==> src/rtl/operand_fetch_pkg.sv <==
// Shared defaults and helpers for the operand fetch stage and its scoreboard.
package operand_fetch_pkg;

    localparam int DEF_DATA_WIDTH  = 16;
    localparam int DEF_ADDR_WIDTH  = 8;
    localparam int DEF_MEM_SIZE    = 8;
    localparam int STALL_CNT_WIDTH = 16;

    localparam logic [STALL_CNT_WIDTH-1:0] STALL_CNT_MAX = '1;

    // Saturating increment for the hazard-stall counter.
    function automatic logic [STALL_CNT_WIDTH-1:0] sat_inc(
        input logic [STALL_CNT_WIDTH-1:0] value
    );
        return (value == STALL_CNT_MAX) ? value : value + 1'b1;
    endfunction

endpackage

==> src/rtl/operand_fetch_scoreboard.sv <==
// Pending-write scoreboard: one bit per tracked register, set when a writer
// is accepted, cleared by either writeback port. Addresses at or beyond
// MEM_SIZE are not tracked and never report a hazard.
module op_scoreboard
    import operand_fetch_pkg::*;
#(
    parameter int ADDR_WIDTH = DEF_ADDR_WIDTH,
    parameter int MEM_SIZE   = DEF_MEM_SIZE
) (
    input  logic                  Clock,
    input  logic                  Reset,
    input  logic                  set_en,
    input  logic [ADDR_WIDTH-1:0] set_addr,
    input  logic                  clr_en0,
    input  logic [ADDR_WIDTH-1:0] clr_addr0,
    input  logic                  clr_en1,
    input  logic [ADDR_WIDTH-1:0] clr_addr1,
    input  logic                  src_use0,
    input  logic [ADDR_WIDTH-1:0] src_addr0,
    input  logic                  src_use1,
    input  logic [ADDR_WIDTH-1:0] src_addr1,
    output logic                  hazard
);

    logic [MEM_SIZE-1:0] pending_q;
    logic [MEM_SIZE-1:0] pending_d;
    logic [MEM_SIZE-1:0] set_hit;
    logic [MEM_SIZE-1:0] clr_hit;
    logic [MEM_SIZE-1:0] src0_hit;
    logic [MEM_SIZE-1:0] src1_hit;

    // Per-register address decode for every port.
    generate
        for (genvar gi = 0; gi < MEM_SIZE; gi++) begin : g_decode
            localparam logic [ADDR_WIDTH-1:0] IDX = ADDR_WIDTH'(gi);
            assign set_hit[gi]  = set_en && (set_addr == IDX);
            assign clr_hit[gi]  = (clr_en0 && (clr_addr0 == IDX)) ||
                                  (clr_en1 && (clr_addr1 == IDX));
            assign src0_hit[gi] = (src_addr0 == IDX);
            assign src1_hit[gi] = (src_addr1 == IDX);
        end
    endgenerate

    // Hazard ignores bits cleared this cycle (the RAM forwards that write);
    // the new set is applied after the clear so a same-edge set wins.
    always_comb begin
        pending_d = (pending_q & ~clr_hit) | set_hit;
        hazard    = (src_use0 && |(src0_hit & pending_q & ~clr_hit)) ||
                    (src_use1 && |(src1_hit & pending_q & ~clr_hit));
    end

    // Pending-bit register.
    always_ff @(posedge Clock) begin
        if (Reset) begin
            pending_q <= '0;
        end else begin
            pending_q <= pending_d;
        end
    end

endmodule

==> src/rtl/operand_fetch.sv <==
// Two-stage operand fetch: S1 holds an accepted instruction while its
// register reads are in flight, S2 holds the registered operands for the
// downstream consumer. A pending-write scoreboard stalls RAW hazards.
module operand_fetch
    import operand_fetch_pkg::*;
#(
    parameter int DATA_WIDTH = DEF_DATA_WIDTH,
    parameter int ADDR_WIDTH = DEF_ADDR_WIDTH,
    parameter int MEM_SIZE   = DEF_MEM_SIZE
) (
    input  logic                       Clock,
    input  logic                       Reset,
    input  logic                       iValid,
    output logic                       oReady,
    input  logic [ADDR_WIDTH-1:0]      iSrcAddr0,
    input  logic [ADDR_WIDTH-1:0]      iSrcAddr1,
    input  logic                       iSrcUse0,
    input  logic                       iSrcUse1,
    input  logic [ADDR_WIDTH-1:0]      iDestAddr,
    input  logic                       iDestWrite,
    output logic [ADDR_WIDTH-1:0]      oReadAddress0,
    output logic [ADDR_WIDTH-1:0]      oReadAddress1,
    input  logic [DATA_WIDTH-1:0]      iRamData0,
    input  logic [DATA_WIDTH-1:0]      iRamData1,
    input  logic                       iWbEnable0,
    input  logic                       iWbEnable1,
    input  logic [ADDR_WIDTH-1:0]      iWbAddress0,
    input  logic [ADDR_WIDTH-1:0]      iWbAddress1,
    output logic                       oValid,
    input  logic                       iReady,
    output logic [DATA_WIDTH-1:0]      oOperand0,
    output logic [DATA_WIDTH-1:0]      oOperand1,
    output logic [ADDR_WIDTH-1:0]      oDestAddr,
    output logic                       oDestWrite,
    output logic [STALL_CNT_WIDTH-1:0] oStallCount
);

    logic                       s1_valid_q, s1_valid_d;
    logic [ADDR_WIDTH-1:0]      s1_src0_q, s1_src0_d;
    logic [ADDR_WIDTH-1:0]      s1_src1_q, s1_src1_d;
    logic [ADDR_WIDTH-1:0]      s1_dest_q, s1_dest_d;
    logic                       s1_dest_write_q, s1_dest_write_d;

    logic                       o_valid_q, o_valid_d;
    logic [DATA_WIDTH-1:0]      op0_q, op0_d;
    logic [DATA_WIDTH-1:0]      op1_q, op1_d;
    logic [ADDR_WIDTH-1:0]      o_dest_q, o_dest_d;
    logic                       o_dest_write_q, o_dest_write_d;

    logic [STALL_CNT_WIDTH-1:0] stall_q, stall_d;

    logic hazard;
    logic s1_advance;
    logic s1_free;
    logic accept;

    op_scoreboard #(
        .ADDR_WIDTH (ADDR_WIDTH),
        .MEM_SIZE   (MEM_SIZE)
    ) u_scoreboard (
        .Clock     (Clock),
        .Reset     (Reset),
        .set_en    (accept && iDestWrite),
        .set_addr  (iDestAddr),
        .clr_en0   (iWbEnable0),
        .clr_addr0 (iWbAddress0),
        .clr_en1   (iWbEnable1),
        .clr_addr1 (iWbAddress1),
        .src_use0  (iSrcUse0),
        .src_addr0 (iSrcAddr0),
        .src_use1  (iSrcUse1),
        .src_addr1 (iSrcAddr1),
        .hazard    (hazard)
    );

    // Handshake and read-address steering; a held S1 keeps re-reading its own sources.
    always_comb begin
        s1_advance    = s1_valid_q && (!o_valid_q || iReady);
        s1_free       = !s1_valid_q || s1_advance;
        oReady        = !hazard && s1_free;
        accept        = iValid && oReady;
        oReadAddress0 = s1_free ? iSrcAddr0 : s1_src0_q;
        oReadAddress1 = s1_free ? iSrcAddr1 : s1_src1_q;
    end

    // S1 next state: load on accept, empty when it drains into S2.
    always_comb begin
        s1_valid_d      = s1_valid_q;
        s1_src0_d       = s1_src0_q;
        s1_src1_d       = s1_src1_q;
        s1_dest_d       = s1_dest_q;
        s1_dest_write_d = s1_dest_write_q;
        if (accept) begin
            s1_valid_d      = 1'b1;
            s1_src0_d       = iSrcAddr0;
            s1_src1_d       = iSrcAddr1;
            s1_dest_d       = iDestAddr;
            s1_dest_write_d = iDestWrite;
        end else if (s1_advance) begin
            s1_valid_d = 1'b0;
        end
    end

    // S2 next state: capture RAM data on advance, otherwise hold until consumed.
    always_comb begin
        o_valid_d      = o_valid_q;
        op0_d          = op0_q;
        op1_d          = op1_q;
        o_dest_d       = o_dest_q;
        o_dest_write_d = o_dest_write_q;
        if (s1_advance) begin
            o_valid_d      = 1'b1;
            op0_d          = iRamData0;
            op1_d          = iRamData1;
            o_dest_d       = s1_dest_q;
            o_dest_write_d = s1_dest_write_q;
        end else if (iReady) begin
            o_valid_d = 1'b0;
        end
    end

    // Stall counter counts offered-but-blocked-by-hazard cycles, saturating.
    always_comb begin
        stall_d = stall_q;
        if (iValid && hazard) begin
            stall_d = sat_inc(stall_q);
        end
    end

    // Pipeline and counter registers; reset discards anything in flight.
    always_ff @(posedge Clock) begin
        if (Reset) begin
            s1_valid_q      <= 1'b0;
            s1_src0_q       <= '0;
            s1_src1_q       <= '0;
            s1_dest_q       <= '0;
            s1_dest_write_q <= 1'b0;
            o_valid_q       <= 1'b0;
            op0_q           <= '0;
            op1_q           <= '0;
            o_dest_q        <= '0;
            o_dest_write_q  <= 1'b0;
            stall_q         <= '0;
        end else begin
            s1_valid_q      <= s1_valid_d;
            s1_src0_q       <= s1_src0_d;
            s1_src1_q       <= s1_src1_d;
            s1_dest_q       <= s1_dest_d;
            s1_dest_write_q <= s1_dest_write_d;
            o_valid_q       <= o_valid_d;
            op0_q           <= op0_d;
            op1_q           <= op1_d;
            o_dest_q        <= o_dest_d;
            o_dest_write_q  <= o_dest_write_d;
            stall_q         <= stall_d;
        end
    end

    assign oValid      = o_valid_q;
    assign oOperand0   = op0_q;
    assign oOperand1   = op1_q;
    assign oDestAddr   = o_dest_q;
    assign oDestWrite  = o_dest_write_q;
    assign oStallCount = stall_q;

endmodule

==> config.mk <==
export PLATFORM = sky130hd
export DESIGN_NAME = operand_fetch
export DESIGN_NICKNAME = d
export VERILOG_FILES = /design/src/rtl/operand_fetch_pkg.sv /design/src/rtl/operand_fetch_scoreboard.sv /design/src/rtl/operand_fetch.sv
export SDC_FILE = /design/constraint.sdc
export NUM_CORES = 1
export LEC_CHECK = 0
export BUFFER_PORTS_ARGS = -buffer_cell sky130_fd_sc_hd__buf_2
export CORE_MARGIN = 5
export CORE_UTILIZATION = 42
export CTS_CLUSTER_DIAMETER = 120
export CTS_CLUSTER_SIZE = 30
export DETAILED_ROUTE_END_ITERATION = 12
export PLACE_DENSITY = 0.7
export SKIP_LAST_GASP = 1
export SYNTH_ARGS = -nofsm -noshare
export SYNTH_HDL_FRONTEND = slang
export SYNTH_HIERARCHICAL = 1
export SYNTH_SLANG_ARGS = --single-unit
==> constraint.sdc <==
create_clock -name Clock -period 4.42 [get_ports Clock]
set_clock_uncertainty 0.15 [all_clocks]
set_input_delay 0.442 -clock Clock [delete_from_list [all_inputs] [get_ports Clock]]
set_output_delay 0.442 -clock Clock [all_outputs]
set_load 0.05 [all_outputs]
== Word-level counts from Yosys, hierarchy flattened ==
Cells that the tools add are included.
Word-level totals
  register bits: 92
  word-level logic and storage cells: 118
  bits of input ports: 81
  output and inout bits: 75
Operators by class
  reductions and logical operators: 55
  equality and inequality tests: 36
  $add $sub $neg: 1
  bitwise gates (word level): 8
  multiplexer cells: 6
Operators with widths (count)
  equality test 8 x 3 -> 1 bit, second input constant: 20
  equality test 8 x 2 -> 1 bit, second input constant: 10
  bitwise AND 8 bit: 5
  equality test 8 x 1 -> 1 bit, second input constant: 5
  logical NOT 8 bit: 5
  logical AND 1 bit: 31
  adder 16 x 1 -> 16 bit, second input constant: 1
  equality test 16 bit, second input constant: 1
  two-way mux 8 bit: 2
  OR reduction 8 bit: 2
  logical OR 1 bit: 11
  inverter 8 bit: 1
  OR 8 bit: 1
  two-way mux 1 bit: 4
  nonzero test 2 bit: 2
  logical NOT 1 bit: 3
  AND reduction 2 bit: 1
  inverter 1 bit: 1

== Logic depth before layout (Yosys ltp) ==
  word-level depth: 14
  mapped depth: 15

== Cells and area by module ==
The synthesis kept the hierarchy.
By module, submodules not included
  operand_fetch: area each 3420.8 sq um, cells each 418, sequential area each 1681.6 sq um, times used 1
  op_scoreboard: area each 718.2 sq um, cells each 96, sequential area each 160.2 sq um, times used 1

== Least setup slack after synthesis ==
OpenSTA, ideal clock, no wires.
  kind: input to output
  from: in iWbAddress0[3]
  to: out oReady
  path buffers: 1
  arrival: 3.312 ns
  slack: 0.516 ns
  required time: 3.828 ns
  stages on the path: 9
  path through: or4_1 buf_2 or3_4 o211a_1 mux2_2 a211oi_1 o22ai_1 a41o_1 a21oi_1
Between the ends
  longest elaborated chain between the ends: 10
  elaborated cells between the ends (all ways): 34
  classes of those cells: eq/ne: 7; bitwise: 3; reduce/logical: 24
RTL lines
  from (decl): line operand_fetch.sv:27  | input logic [ADDR_WIDTH-1:0] iWbAddress0,
  equality test 8 x 1 -> 1 bit (tied with other cells): line operand_fetch_scoreboard.sv:37  | assign clr_hit[gi] = (clr_en0 && (clr_addr0 == IDX)) ||
  logical AND 1 bit: line operand_fetch_scoreboard.sv:37
  logical OR 1 bit: line operand_fetch_scoreboard.sv:37
  inverter 8 bit *: line operand_fetch_scoreboard.sv:48, operand_fetch_scoreboard.sv:49
  bitwise AND 8 bit (on tied branches): line operand_fetch_scoreboard.sv:48, operand_fetch_scoreboard.sv:49
  OR reduction 8 bit (on tied branches): line operand_fetch_scoreboard.sv:48, operand_fetch_scoreboard.sv:49
  logical AND 1 bit (on tied branches): line operand_fetch_scoreboard.sv:48, operand_fetch_scoreboard.sv:49
  logical OR 1 bit *: line operand_fetch_scoreboard.sv:48  | hazard = (src_use0 && |(src0_hit & pending_q & ~clr_hit)) ||
  named net hazard: line operand_fetch.sv:52  | logic hazard;
  logical NOT 1 bit *: line operand_fetch.sv:80  | oReady = !hazard && s1_free;
  logical AND 1 bit *: line operand_fetch.sv:80
  to (decl): line operand_fetch.sv:14  | output logic oReady,
The timed path passes the listed nets; every way through them passes the cells marked *.

== Final worst setup path ==
  from: in iWbAddress0[3]
  to: reg u_scoreboard.pending_q[4]
Between the ends
  longest elaborated chain between the ends: 14
  elaborated cells between the ends (all ways): 39
  classes of those cells: eq/ne: 7; bitwise: 5; reduce/logical: 27
RTL lines
  equality test 8 x 1 -> 1 bit (tied with other cells): line operand_fetch_scoreboard.sv:37
  logical AND 1 bit: line operand_fetch_scoreboard.sv:37
  logical OR 1 bit: line operand_fetch_scoreboard.sv:37
  inverter 8 bit *: line operand_fetch_scoreboard.sv:48, operand_fetch_scoreboard.sv:49
  bitwise AND 8 bit (on tied branches): line operand_fetch_scoreboard.sv:48, operand_fetch_scoreboard.sv:49
  OR reduction 8 bit (on tied branches): line operand_fetch_scoreboard.sv:48, operand_fetch_scoreboard.sv:49
  logical AND 1 bit (on tied branches): line operand_fetch_scoreboard.sv:48, operand_fetch_scoreboard.sv:49
  logical OR 1 bit *: line operand_fetch_scoreboard.sv:48
  named net hazard: line operand_fetch.sv:52
  logical NOT 1 bit *: line operand_fetch.sv:80
  logical AND 1 bit *: line operand_fetch.sv:80
  logical AND 1 bit *: line operand_fetch.sv:81  | accept = iValid && oReady;
  logical AND 1 bit *: line operand_fetch.sv:63  | .set_en (accept && iDestWrite),
  logical AND 1 bit *: line operand_fetch_scoreboard.sv:36  | assign set_hit[gi] = set_en && (set_addr == IDX);
  OR 8 bit *: line operand_fetch_scoreboard.sv:47  | pending_d = (pending_q & ~clr_hit) | set_hit;
  to (signal assigned): line operand_fetch_scoreboard.sv:57  | pending_q <= pending_d;
  to (decl): line operand_fetch_scoreboard.sv:25  | logic [MEM_SIZE-1:0] pending_q;
Marks and branches as above.
A chain may end at the register's enable or synchronous reset.

==> results.tsv <==
metric	value	unit
status	completed	
syn_area	4139	um^2
cts_num_sinks	92	
startpoint_type	input pin	
hp-class	in2reg	
drc_errors	0	
first_global_vias	3829	
power_density	317.3	nW/um^2
max_freq	0.2669	GHz
core	9684	um^2
start_util	42.74	%
worstPathArrival	3.88	ns
antenna_cells	0	
yosysWarnings	6	
relSlewSlack	30.75	%
ys_seq_elements	92	
tritoncts	built	
synthArstFlopShare	0	%
first_pass_iters	4	
yosysTopAreaCell	dfxtp_1	
post-route-period-util	84.77	%
syn-num-nets	596	
post-dp-hpwl	8160	um
mostFrequentLayoutCells	155 x buf_2, 140 x nand2_1, 92 x dfxtp_1, 85 x a21oi_1, 23 x nor2_1	
worstMarginPinSlew	1.039	ns
track_usage	18.32	%
die_h	109.3	um
drive_gt1_share	31.61	%
routed_via_density	5.181	
final_common_cell	buf_2	
synthTopCellsByArea	dfxtp_1 44%, nand2_1 13%, a21oi_1 10%, mux2_2 6.0%, clkbuf_1 2.2%	
worstPathRequired	4.55	ns
critPathMaxFanout	6	
drt-initial-drc-count	211	
boundaryPins	156	
drtAntennaViolNets	0	
min_period	3.747	ns
grt_setup_unrepaired	false	
grt_first_pass_wirelength	17560	um
drt-wirelength-per-cell	13.96	um
die_area	11940	um^2
fillers	941	
cts_root_buf	clkbuf_8	
cts_made_buffers	9	
gr-total-overflow	0	
clock_path_buffers	2	
path_class	in2reg	
setup_viol	0	
yosysSeqAreaShare	44.50	%
final_util	53.15	%
postCtsSetupBuffers	0	
synthCells	514	
syn_area_per_cell	8.052	um^2
slew_viol_final	0	
cts_repair_resize_count	0	
synthFlopType	dfxtp_1	
place_congestion	0.8111	
die_width	109.3	um
worstSkewPairLatency	0.35	ns
clkSlewWorstSetupHoldPaths	0.09	ns
vias	4098	
grt_start_max_net_pins	59	
power.leakage	2.195	nW
synth_edf_count	0	
yosysTopAreaCellShare	44.50	%
fin_setup_tns	0	ns
p_total	0.001633	W
vdd_drop_max	0.2333	mV
cts_hold_buf	0	
port_buffers	155	
routed_wl	11040	um
hold_viol_final	0	
rows	36	
antenna_found_initial	1	
area_delta_synth_final	24.37	%
final_nets	737	
max-cap-violations	0	
yosys.cell_types.count	52	
endpoint_kind	flip-flop	
htreeDepth	3	
==> power breakdown <==
part,leakage [nW],switching [W],internal (W)
sequential,0.750,0.0000147,0.000858
combinational,1.36,0.000184,0.0000790
clock,0.0815,0.000295,0.000201
==> critical path: stages <==
cell and delay (ns):
buf_2 0.09, or4_1 0.63, or3_4 0.42, o211a_1 0.24, mux2_2 0.26, a211oi_1 0.23
o22ai_1 0.12, a41o_1 0.30, and3b_1 0.25, nand2_1 0.07, inv_1 0.06, nor3b_1 0.46
nand3_1 0.14, a21oi_1 0.15
==> registers in the layout (all words and copies together) (netlist names) <==
signal / count
u_scoreboard/pending_q: 8
s1_valid_q: 1
oValid: 1
s1_src1_q: 8
s1_dest_write_q: 1
s1_src0_q: 8
s1_dest_q: 8
oDestAddr: 8
oStallCount: 16
oOperand0: 16
oOperand1: 16
oDestWrite: 1
==> synthesized netlist by cell type, drive strengths merged, types with 2 or more instances <==
cell    count
or3         5
nand2b      6
nor4        8
nor2b       9
dfxtp      92
and2        3
nor3        8
o31ai       8
and3        3
buf         6
nand4       4
o21ai       4
mux2       22
o41ai       3
a21oi      85
nand3       9
inv         4
nand4b      3
and3b       2
nor2       23
or4        10
a31oi       4
nor3b       4
o211a       2
nand2     140
nand3b      6
clkbuf     25
==> final timing paths <==
path	start	endpoint	slack, ns	depth (start not counted)
max reg2reg	u_scoreboard/pending_q[4]	oStallCount[15]	1.53	10
min	iRamData1[8]	oOperand1[8]	0.17	3
max	iWbAddress0[3]	u_scoreboard/pending_q[4]	0.67	14
min reg2reg	s1_src0_q[6]	s1_src0_q[6]	0.31	2
==> layer usage <==
metal | wire length [um] | up-vias | part of all wire [%] | global-route usage [%]
met5 | 7 | - | 0.063 | 0
met4 | 216 | 2 | 2.0 | 7.836
met3 | 674 | 17 | 6.1 | 4.204
met2 | 5487 | 101 | 50 | 30.83
met1 | 4657 | 1904 | 42 | 22.43
li1 | - | 2074 | - | -
==> final cells by class <==
class                           count  area (um^2)  share of cell area, %
Clock inverter                      5        38.79                 0.7535
Tap cell                          133        166.4                  3.233
Sequential cell                    92         1842                  35.78
Timing Repair Buffer              161        820.8                  15.95
Multi-Input combinational cell    387         2141                  41.59
Clock buffer                        9        123.9                  2.406
Inverter                            4        15.01                 0.2917
==> through the flow <==
step	hold WS [ns]	cell area [um^2]	cells	worst slack [ns]
finish	0.1654	5147	791	0.6734
global route	0.1479	5147	791	0.3875
CTS	0.1421	5147	791	0.6567
floorplan	0.2794	4139	514	0.5156
detailed placement	0.2944	4985	777	0.3804
global placement	0.2881	4985	777	0.4653
==> cells by family after synthesis <==
kind of cell	Yosys count	share of synthesized area (%)
flops	92	44.50
xor+xnor	1	0.2116
compound gates	114	15.72
simple gates	248	29.20
fa+ha+maj	1	0.3022
mux	23	6.227
buf+inv	35	3.839
Power figures use the tool's default switching activity.
